<file path="config.mk">
export PLATFORM = sky130hd
export DESIGN_NAME = sgmii_reg_bridge
export DESIGN_NICKNAME = d
export VERILOG_FILES = /design/src/rtl/sgmii_reg_pkg.sv /design/src/rtl/sgmii_reg_timer.sv /design/src/rtl/sgmii_reg_bridge.sv
export SDC_FILE = /design/constraint.sdc
export NUM_CORES = 1
export LEC_CHECK = 0
export ABC_AREA = 1
export BUFFER_PORTS_ARGS = -buffer_cell sky130_fd_sc_hd__buf_2
export CAP_MARGIN = 40
export CORE_ASPECT_RATIO = 0.7
export CORE_MARGIN = 3
export CORE_UTILIZATION = 50
export CTS_CLUSTER_SIZE = 16
export DETAILED_ROUTE_END_ITERATION = 16
export PLACE_DENSITY = 0.81
export SETUP_SLACK_MARGIN = 0.02
export SLEW_MARGIN = 5
export SYNTH_ARGS = -nofsm -noshare
export SYNTH_HDL_FRONTEND = slang
export SYNTH_SLANG_ARGS = --single-unit
</file>
<file path="constraint.sdc">
create_clock -name clk -period 1.81 [get_ports clk]
set_clock_uncertainty 0.05 [all_clocks]
set_input_delay 0 -clock clk [delete_from_list [all_inputs] [get_ports clk]]
set_output_delay 0 -clock clk [all_outputs]
set_load 0.1 [all_outputs]
</file>
<file path="src/rtl/sgmii_reg_pkg.sv">
// Shared types and PCS register map for the SGMII configuration bridge.
package sgmii_reg_pkg;

  localparam int unsigned ADDR_W = 5;
  localparam int unsigned DATA_W = 16;

  typedef enum logic [1:0] {
    ST_IDLE   = 2'd0,
    ST_ACCESS = 2'd1,
    ST_DONE   = 2'd2
  } state_t;

  // Captured upstream request, held on the Avalon side for the whole access.
  typedef struct packed {
    logic              is_wr;
    logic [ADDR_W-1:0] addr;
    logic [DATA_W-1:0] wdata;
  } req_t;

  localparam logic [ADDR_W-1:0] PCS_CONTROL     = 5'h00;
  localparam logic [ADDR_W-1:0] PCS_STATUS      = 5'h01;
  localparam logic [ADDR_W-1:0] PCS_LINK_TIMER0 = 5'h12;
  localparam logic [ADDR_W-1:0] PCS_LINK_TIMER1 = 5'h13;
  localparam logic [ADDR_W-1:0] PCS_IF_MODE     = 5'h14;

endpackage

</file>
<file path="src/rtl/sgmii_reg_timer.sv">
// Saturating wait-cycle counter; flags expiry when TIMEOUT_CYC-1 stalled cycles are seen.
module sgmii_reg_timer #(
  parameter int unsigned TIMEOUT_CYC = 1024
) (
  input  logic clk,
  input  logic reset,
  input  logic i_clear,
  input  logic i_enable,
  output logic o_expired_c
);

  localparam int unsigned CNT_W = $clog2(TIMEOUT_CYC) + 1;
  localparam logic [CNT_W-1:0] CNT_LAST = CNT_W'(TIMEOUT_CYC - 1);

  logic [CNT_W-1:0] r_count;

  // Holds at the terminal count so it can never wrap.
  always_ff @(posedge clk or negedge reset) begin
    if (!reset) begin
      r_count <= '0;
    end else if (i_clear) begin
      r_count <= '0;
    end else if (i_enable && !o_expired_c) begin
      r_count <= r_count + CNT_W'(1);
    end
  end

  assign o_expired_c = (r_count == CNT_LAST);

endmodule

</file>
<file path="src/rtl/sgmii_reg_bridge.sv">
// Bridges level-style PCS config requests onto an Avalon-MM register port,
// with a waitrequest timeout and read-result holding.
module sgmii_reg_bridge
  import sgmii_reg_pkg::*;
#(
  parameter int unsigned       TIMEOUT_CYC = 1024,
  parameter logic [DATA_W-1:0] RD_ERR_DATA = 16'hFFFF
) (
  input  logic              clk,
  input  logic              reset,
  input  logic [ADDR_W-1:0] cfg_addr,
  input  logic [DATA_W-1:0] cfg_wdata,
  input  logic              cfg_wr,
  input  logic              cfg_rd,
  output logic [DATA_W-1:0] cfg_rdata,
  output logic              cfg_busy,
  output logic [ADDR_W-1:0] av_address,
  output logic              av_write,
  output logic              av_read,
  output logic [DATA_W-1:0] av_writedata,
  input  logic [DATA_W-1:0] av_readdata,
  input  logic              av_waitrequest,
  output logic              timeout_err
);

  state_t            r_state;
  state_t            w_state_nxt;
  req_t              r_req;
  req_t              w_req_nxt;
  logic              r_av_write;
  logic              w_av_write_nxt;
  logic              r_av_read;
  logic              w_av_read_nxt;
  logic              r_busy;
  logic              w_busy_nxt;
  logic [DATA_W-1:0] r_rdata;
  logic [DATA_W-1:0] w_rdata_nxt;
  logic              r_timeout_err;
  logic              w_timeout_err_nxt;

  logic w_capture;
  logic w_complete;
  logic w_abort;
  logic w_expired;

  assign w_capture  = (r_state == ST_IDLE) && (cfg_wr || cfg_rd);
  assign w_complete = (r_state == ST_ACCESS) && !av_waitrequest;
  // Completion takes priority: a zero waitrequest on the last allowed cycle still finishes.
  assign w_abort    = (r_state == ST_ACCESS) && av_waitrequest && w_expired;

  sgmii_reg_timer #(
    .TIMEOUT_CYC (TIMEOUT_CYC)
  ) u_timer (
    .clk         (clk),
    .reset       (reset),
    .i_clear     (w_capture),
    .i_enable    ((r_state == ST_ACCESS) && av_waitrequest),
    .o_expired_c (w_expired)
  );

  always_ff @(posedge clk or negedge reset) begin
    if (!reset) begin
      r_state <= ST_IDLE;
    end else begin
      r_state <= w_state_nxt;
    end
  end

  always_comb begin
    w_state_nxt = r_state;
    unique case (r_state)
      ST_IDLE:   if (w_capture) w_state_nxt = ST_ACCESS;
      ST_ACCESS: if (w_complete || w_abort) w_state_nxt = ST_DONE;
      ST_DONE:   w_state_nxt = ST_IDLE;
      default:   w_state_nxt = ST_IDLE;
    endcase
  end

  // Next values of the registered outputs; cfg_* is only looked at while idle.
  always_comb begin
    w_req_nxt         = r_req;
    w_av_write_nxt    = r_av_write;
    w_av_read_nxt     = r_av_read;
    w_busy_nxt        = r_busy;
    w_rdata_nxt       = r_rdata;
    w_timeout_err_nxt = 1'b0;
    unique case (r_state)
      ST_IDLE: begin
        if (w_capture) begin
          w_req_nxt.is_wr = cfg_wr;
          w_req_nxt.addr  = cfg_addr;
          w_req_nxt.wdata = cfg_wdata;
          w_av_write_nxt  = cfg_wr;
          w_av_read_nxt   = !cfg_wr;
          w_busy_nxt      = 1'b1;
        end
      end
      ST_ACCESS: begin
        if (w_complete) begin
          w_av_write_nxt = 1'b0;
          w_av_read_nxt  = 1'b0;
          w_busy_nxt     = 1'b0;
          if (!r_req.is_wr) w_rdata_nxt = av_readdata;
        end else if (w_abort) begin
          w_av_write_nxt    = 1'b0;
          w_av_read_nxt     = 1'b0;
          w_busy_nxt        = 1'b0;
          w_timeout_err_nxt = 1'b1;
          if (!r_req.is_wr) w_rdata_nxt = RD_ERR_DATA;
        end
      end
      ST_DONE: begin
        w_av_write_nxt = 1'b0;
        w_av_read_nxt  = 1'b0;
        w_busy_nxt     = 1'b0;
      end
      default: begin
        w_av_write_nxt = 1'b0;
        w_av_read_nxt  = 1'b0;
        w_busy_nxt     = 1'b0;
      end
    endcase
  end

  always_ff @(posedge clk or negedge reset) begin
    if (!reset) begin
      r_req         <= '0;
      r_av_write    <= 1'b0;
      r_av_read     <= 1'b0;
      r_busy        <= 1'b0;
      r_rdata       <= '0;
      r_timeout_err <= 1'b0;
    end else begin
      r_req         <= w_req_nxt;
      r_av_write    <= w_av_write_nxt;
      r_av_read     <= w_av_read_nxt;
      r_busy        <= w_busy_nxt;
      r_rdata       <= w_rdata_nxt;
      r_timeout_err <= w_timeout_err_nxt;
    end
  end

  assign av_address   = r_req.addr;
  assign av_writedata = r_req.wdata;
  assign av_write     = r_av_write;
  assign av_read      = r_av_read;
  assign cfg_busy     = r_busy;
  assign cfg_rdata    = r_rdata;
  assign timeout_err  = r_timeout_err;

endmodule

</file>
==> results of run 1 <==
==> repair_timing <==
item | 4_1_cts | 5_1_grt
endpoints found under the hold margin | 66 | 0
hold buffers | 40 | 0
gates resized for setup | 0 | 0
==> state kept, by name, indices dropped and copies added (netlist names) <==
| signal | count |
|---|---|
| av_writedata | 16 |
| u_timer.r_count | 11 |
| timeout_err | 1 |
| av_read | 1 |
| cfg_rdata | 16 |
| av_write | 1 |
| r_state | 1 |
| cfg_busy | 1 |
| av_address | 5 |
| r_req | 1 |
==> metrics by stage <==
step	std cells	util [%]
final	470	69.6
after global routing	470	69.6
after floorplan	297	-
after global placement	422	59.4
after CTS	470	69.6
after detailed placement	422	59.4
==> Yosys cell counts <==
master and n:
or2_1 2, a21oi_2 10, buf_4 22, dfrtp_1 54
o21ai_1 3, inv_1 26, buf_2 3, nand3_1 16
nand4_1 3, nor3_1 1, buf_6 1, clkbuf_1 3
xor2_1 5, nand2_1 96, nor2_4 2, nor2_1 31
nand2_4 2, inv_2 3, nand3_4 1, o21ai_0 1
a21oi_1 7, nand2_2 3, ha_1 1, nor2_2 1
==> logic make-up (layout without fill, tap and decap cells) <==
| logic type | count (synthesis) | in the layout |
|---|---|---|
| simple gates | 158 | 158 |
| buf+inv | 58 | 162 |
| flops | 54 | 54 |
| compound gates | 21 | 21 |
| xor+xnor | 5 | 5 |
| fa+ha+maj | 1 | 1 |
==> area by class of cell <==
type	instances	area [µm²]
fill	363	1470
inverter	29	109
sequential	54	1350
timing repair buffer	125	846
clock buffer	5	68.8
clock inverter	3	23.8
tap	69	86.3
multi-input combinational	185	880
==> per-layer routing <==
metal / share of wire [%] / vias up / GRT usage (%)
met5: 0 / - / 0
met3: 8.0 / 13 / 5.72
met2: 50 / 97 / 39.0
met4: 1.7 / 0 / 7.89
li1: - / 1091 / -
met1: 40 / 1050 / 28.6
==> how the worst max path moves through the flow <==
stage	start	slack, ps	depth (start not counted)	endpoint
floorplan	cfg_busy	260	5	u_timer.r_count[8]
global placement	u_timer.r_count[0]	320	8	u_timer.r_count[9]
detailed placement	u_timer.r_count[0]	240	8	u_timer.r_count[9]
CTS	u_timer.r_count[0]	230	8	u_timer.r_count[9]
global route	u_timer.r_count[0]	110	8	u_timer.r_count[7]
finish	u_timer.r_count[0]	230	8	u_timer.r_count[9]
==> tightest hold or removal path: cells and delay by family <==
kind	cells	cell delay, ps
compound gates	1	80
simple gates	3	210
buf+inv	1	80
==> layout by cell type, fill, tap and decap left out <==
cell / netlist / final
xor2_1: 5 / 5
buf_12: 0 / 1
a21oi_2: 10 / 10
dfrtp_1: 54 / 53
nand2_4: 2 / 2
nand3_4: 1 / 1
ha_1: 1 / 1
o21ai_1: 3 / 3
buf_4: 22 / 2
clkbuf_8: 0 / 5
dlygate4sd3_1: 0 / 40
nand4_1: 3 / 3
nand2_2: 3 / 3
nand3_1: 16 / 16
o21ai_0: 1 / 1
nand2_1: 96 / 96
nor2_2: 1 / 1
inv_2: 3 / 3
inv_1: 26 / 26
or2_1: 2 / 2
nor3_1: 1 / 1
a21oi_1: 7 / 7
nor2_4: 2 / 2
dfrtp_2: 0 / 1
inv_6: 0 / 1
clkinvlp_4: 0 / 2
buf_2: 3 / 82
nor2_1: 31 / 31
==> impl_metrics.env, run 1 <==
export IMPL_outcome="completed"
export IMPL_cp_start_kind="flop"
export IMPL_finalSetupViolations=0
export IMPL_crit_chain="ha_1 > nand2_2 > nor2_4 > nand3_4 > nand2_4 > nand2_2 > nand3_1 > nand2_1"
export IMPL_wl_per_cell_um=13.5
export IMPL_synth_warnings=0
export IMPL_grtUsageTotal_pct=22.8
export IMPL_post_route_drc_count=0
export IMPL_cts_buffers=5
export IMPL_yosysUniqueCellTypes=24
export IMPL_areaGrowthSynthToFinish_pct=32.4
export IMPL_path_class="flop to flop"
export IMPL_vias=2251
export IMPL_htree_levels=2
export IMPL_worstPathBufferInverterCount=0
export IMPL_critPathArrivalTime_ps=1750
export IMPL_grt_pass1_wl_mm=10.7
export IMPL_crit_path_frequent_cell="nand2_2"
export IMPL_reg2reg_slack_ps=230
export IMPL_yosys_area_top_type="dfrtp_1"
export IMPL_synthAdderAreaFrac_pct=0.492
export IMPL_synthSimpleGateAreaFrac_pct=26.8
export IMPL_die_x_um=91.2
export IMPL_r2r_end="u_timer.r_count[9]"
export IMPL_stdcell_area_um2=3370
export IMPL_drv_cap=0
export IMPL_final_setup_worst_slack_ps=228
export IMPL_cts_max_path_buffers=2
export IMPL_r2r_cells=8
export IMPL_rsz0062_at_grt="false"
export IMPL_post_route_period_util_pct=87.4
export IMPL_synth_mux_area_share_pct=0
export IMPL_antenna_left=0
export IMPL_yosysTopAreaCellShare_pct=53.1
export IMPL_crit_family="simple AND/OR/NAND/NOR gates"
export IMPL_synth_compound_area_share_pct=5.61
export IMPL_first_pass_iters=4
export IMPL_clk_latency_ps=310
export IMPL_cts_tree="built"
export IMPL_drive_gt1_share_pct=28.9
export IMPL_avgSynthCellArea_um2=8.56
export IMPL_synth_top_cells_by_area="dfrtp_1 (53%), nand2_1 (14%), buf_4 (6.5%), nor2_1 (4.6%), inv_1 (3.8%)"
export IMPL_fin_crit_ps=1580
export IMPL_worst_pin_slew_ps=582
export IMPL_slew_limit_headroom_pct=61.2
export IMPL_synth_top_family_by_area="simple AND/OR/NAND/NOR gates"
export IMPL_holdPathEnd="av_write"
export IMPL_cts_root_buf="clkbuf_8"
export IMPL_r2r_start="u_timer.r_count[0]"
export IMPL_grt_max_degree=38
export IMPL_viasPerCell=4.79
export IMPL_start_util_pct=52.6
export IMPL_yosysSeqAreaShare_pct=53.1
export IMPL_holdPathStages=5
export IMPL_finalSetupTns_ps=0
export IMPL_cts_sinks=54
export IMPL_path_clk_slew_ps=100
export IMPL_cp_slowest_stage_delay_ps=430
export IMPL_die_area_um2=5990
export IMPL_place_hpwl_mm=3.91
export IMPL_grt_pass1_vias=2274
export IMPL_ios=83
export IMPL_crit_slowest_cell="dfrtp_1"
export IMPL_fin_nets=443
export IMPL_critPathMaxFanout=10
export IMPL_synth_area_um2=2540
export IMPL_io_buffers=82
export IMPL_overflow=0
export IMPL_hp_start="cfg_rd"
export IMPL_hold_path_class="input pin to flop"
export IMPL_die_h_um=65.7
export IMPL_required_ps=1980
export IMPL_finalHoldViolCount=0
export IMPL_synthCells=297
export IMPL_pre_cts_ws_ps=235
export IMPL_synth_seq_cells=54
export IMPL_cp_end_kind="flop"
export IMPL_fmax_ghz=0.632
export IMPL_cts_setup_buffers=0
export IMPL_antenna_found_initial=0
export IMPL_fp_row_count=21
export IMPL_core_um2=4830
export IMPL_synthXorXnorAreaFrac_pct=1.72
export IMPL_drv_slew=0
export IMPL_gp_congestion=0.813
export IMPL_syn_nets=340
export IMPL_dpl_instance_area_um2=2870
export IMPL_n_antenna_cell=0
export IMPL_timing_hold_ws_ps=32.6
export IMPL_wl_mm=6.33
export IMPL_drtIter0Drc=134
Power of run 1 is not shown: default switching activity piles up to over one toggle a cycle in this logic, so the estimate is an artifact.
==> run 2, diff against run 1 <==
- ABC_AREA: 1 -> unset
- CAP_MARGIN: 40 -> 20
- CORE_UTILIZATION: 50 -> 49
==> run 2 against run 1 <==
  * Via count shrank 11%
  * Die area fell by 5.3%
  * Area after synthesis fell by 7.6%
  * Synthesized cell count down 22%
  * First-iteration DRC count decreased by 37%
  * Design area shrank 1.2%
==> impl_metrics.env, run 2 <==
export IMPL_outcome="completed"
export IMPL_synth_seq_cells=54
export IMPL_drv_slew=0
export IMPL_antenna_left=0
export IMPL_die_h_um=63.9
export IMPL_start_util_pct=52.4
export IMPL_htree_levels=2
export IMPL_yosysUniqueCellTypes=36
export IMPL_dpl_instance_area_um2=2760
export IMPL_stdcell_area_um2=3320
export IMPL_hold_path_class="input pin to flop"
export IMPL_antenna_found_initial=0
export IMPL_die_area_um2=5670
export IMPL_post_route_drc_count=0
export IMPL_synthFlopType="dfrtp_1"
export IMPL_path_class="flop to flop"
export IMPL_first_pass_iters=4
export IMPL_yosysMostFrequentCell="nand2_1"
export IMPL_synthCells=232
export IMPL_cts_tree="built"
export IMPL_mostFrequentLayoutCell="buf_2"
export IMPL_clk_latency_ps=310
export IMPL_holdPathStages=3
export IMPL_gp_congestion=0.783
export IMPL_cp_slowest_stage_delay_ps=400
export IMPL_drtIter0Drc=85
export IMPL_hp_start="av_waitrequest"
export IMPL_syn_nets=275
export IMPL_drv_cap=0
export IMPL_vias=2013
export IMPL_fin_util_pct=74.2
export IMPL_viasPerCell=5.03
export IMPL_grt_pass1_vias=1926
export IMPL_grtUsageTotal_pct=20.7
export IMPL_synth_edf_count=0
export IMPL_synth_area_um2=2350
export IMPL_cp_start_kind="flop"
export IMPL_fin_nets=387
export IMPL_core_um2=4480
export IMPL_holdPathEnd="r_state[1]"
export IMPL_place_hpwl_mm=3.37
export IMPL_wl_mm=5.51
export IMPL_grt_max_degree=55
export IMPL_crit_slowest_cell="dfrtp_1"
export IMPL_areaGrowthSynthToFinish_pct=41.6
export IMPL_avgSynthCellArea_um2=10.1
export IMPL_path_clk_slew_ps=100
export IMPL_yosys_area_top_type="dfrtp_1"
export IMPL_required_ps=2000
export IMPL_cts_root_buf="clkbuf_8"
export IMPL_io_buffers=82
export IMPL_cts_sinks=54
export IMPL_finalHoldViolCount=0
export IMPL_drive_gt1_share_pct=32.8
export IMPL_critPathMaxFanout=3
export IMPL_layout_cells_most_common_list="buf_2 (82), nand2_1 (73), dfrtp_1 (53)"
export IMPL_ios=83
export IMPL_post_route_period_util_pct=95.7
export IMPL_fin_crit_ps=1730
export IMPL_grt_pass1_wl_mm=9.11
export IMPL_slew_limit_headroom_pct=65.8
export IMPL_fp_row_count=20
export IMPL_n_antenna_cell=0
export IMPL_cts_buffers=5
export IMPL_worst_pin_slew_ps=512
export IMPL_r2r_cells=5
export IMPL_synth_top_cells_by_area="dfrtp_1 (58%), nand2_1 (12%), buf_4 (6.7%), o22a_1 (6.0%), clkbuf_1 (1.1%)"
export IMPL_cp_end_kind="flop"
export IMPL_crit_chain="ha_2 > and4_1 > a2111o_1 > or3_1 > a21oi_2"
export IMPL_critPathArrivalTime_ps=1920
export IMPL_r2r_end="u_timer.r_count[9]"
export IMPL_reg2reg_slack_ps=80
export IMPL_fmax_ghz=0.577
export IMPL_yosysTopAreaCellShare_pct=57.5
export IMPL_finalSetupViolations=0
export IMPL_cts_max_path_buffers=2
export IMPL_r2r_start="u_timer.r_count[0]"
export IMPL_rsz0062_at_grt="true"
export IMPL_synth_warnings=0
export IMPL_yosysSeqAreaShare_pct=57.5
export IMPL_ys_async_sr_fraction_pct=100
export IMPL_wl_per_cell_um=13.8
export IMPL_yosys_top_cells_count="nand2_1 (73), dfrtp_1 (54), buf_4 (21)"
export IMPL_overflow=0
export IMPL_die_x_um=88.7
## run 2: kinds of logic (layout without fill, tap and decap cells)
logic type	after synthesis	count (layout)	synth area share (%)
AOI/OAI and AO/OA	37	37	12.1
adders and majority gates	1	1	0.533
buffers and inverters	35	148	9.32
DFF	54	54	57.5
muxes	2	2	0.852
and+or+nand+nor	103	103	19.6
## run 2: worst max-delay path by stage
stage,start,depth (start not counted),end,slack (ps)
after floorplan,u_timer.r_count[0],5,u_timer.r_count[9],40
after global placement,u_timer.r_count[1],5,u_timer.r_count[9],60
after detailed placement,u_timer.r_count[1],5,u_timer.r_count[9],20
after CTS,u_timer.r_count[0],5,u_timer.r_count[9],20
after global routing,u_timer.r_count[0],5,u_timer.r_count[9],-5
final,u_timer.r_count[0],5,u_timer.r_count[9],80
## run 2: repair_timing
| action | 4_1_cts | 5_1_grt |
|---|---|---|
| endpoints found under the setup margin | 1 | 19 |
| hold endpoints to repair | 94 | 0 |
| pin swaps | 0 | 2 |
| setup buffers | 1 | 1 |
| gates resized for setup | 0 | 2 |
| hold buffers | 40 | 0 |
## run 2: layout make-up
| cell class | instances | area, µm² |
|---|---|---|
| repair buffers | 135 | 941 |
| inverters | 5 | 18.8 |
| fillers | 304 | 1150 |
| well taps | 55 | 68.8 |
| clock inverters | 2 | 60.1 |
| flip-flops and latches | 54 | 1360 |
| clock buffers | 6 | 82.6 |
| multi-input cells | 143 | 798 |
## run 2: routing by layer
metal  track usage, %  vias up  wire length (µm)
met5                0        -                 0
met4             5.09        0                54
met3             6.06        7               453
met2             34.4       79              2560
met1             26.5      940              2450
li1                 -      987                 -
## run 2: critical path: cells and delay by family (launching register included)
kind	cells	cell delay (ps)
AO/OA/AOI/OAI	2	510
adder cells (fa/ha/maj)	1	190
flip-flops	1	400
AND/OR/NAND/NOR	2	530
## run 2: through the flow
stage	setup TNS (ps)	setup WS, ps	std cells	hold slack (ps)
finish	0	78.0	400	14.1
global route	-6.66	-5.49	400	26.9
CTS	0	23.5	399	4.85
detailed placement	0	24.2	350	-32.5
global placement	0	57.8	349	-34.4
floorplan	0	37.4	232	-346
Power of run 2 is left out for the same reason.
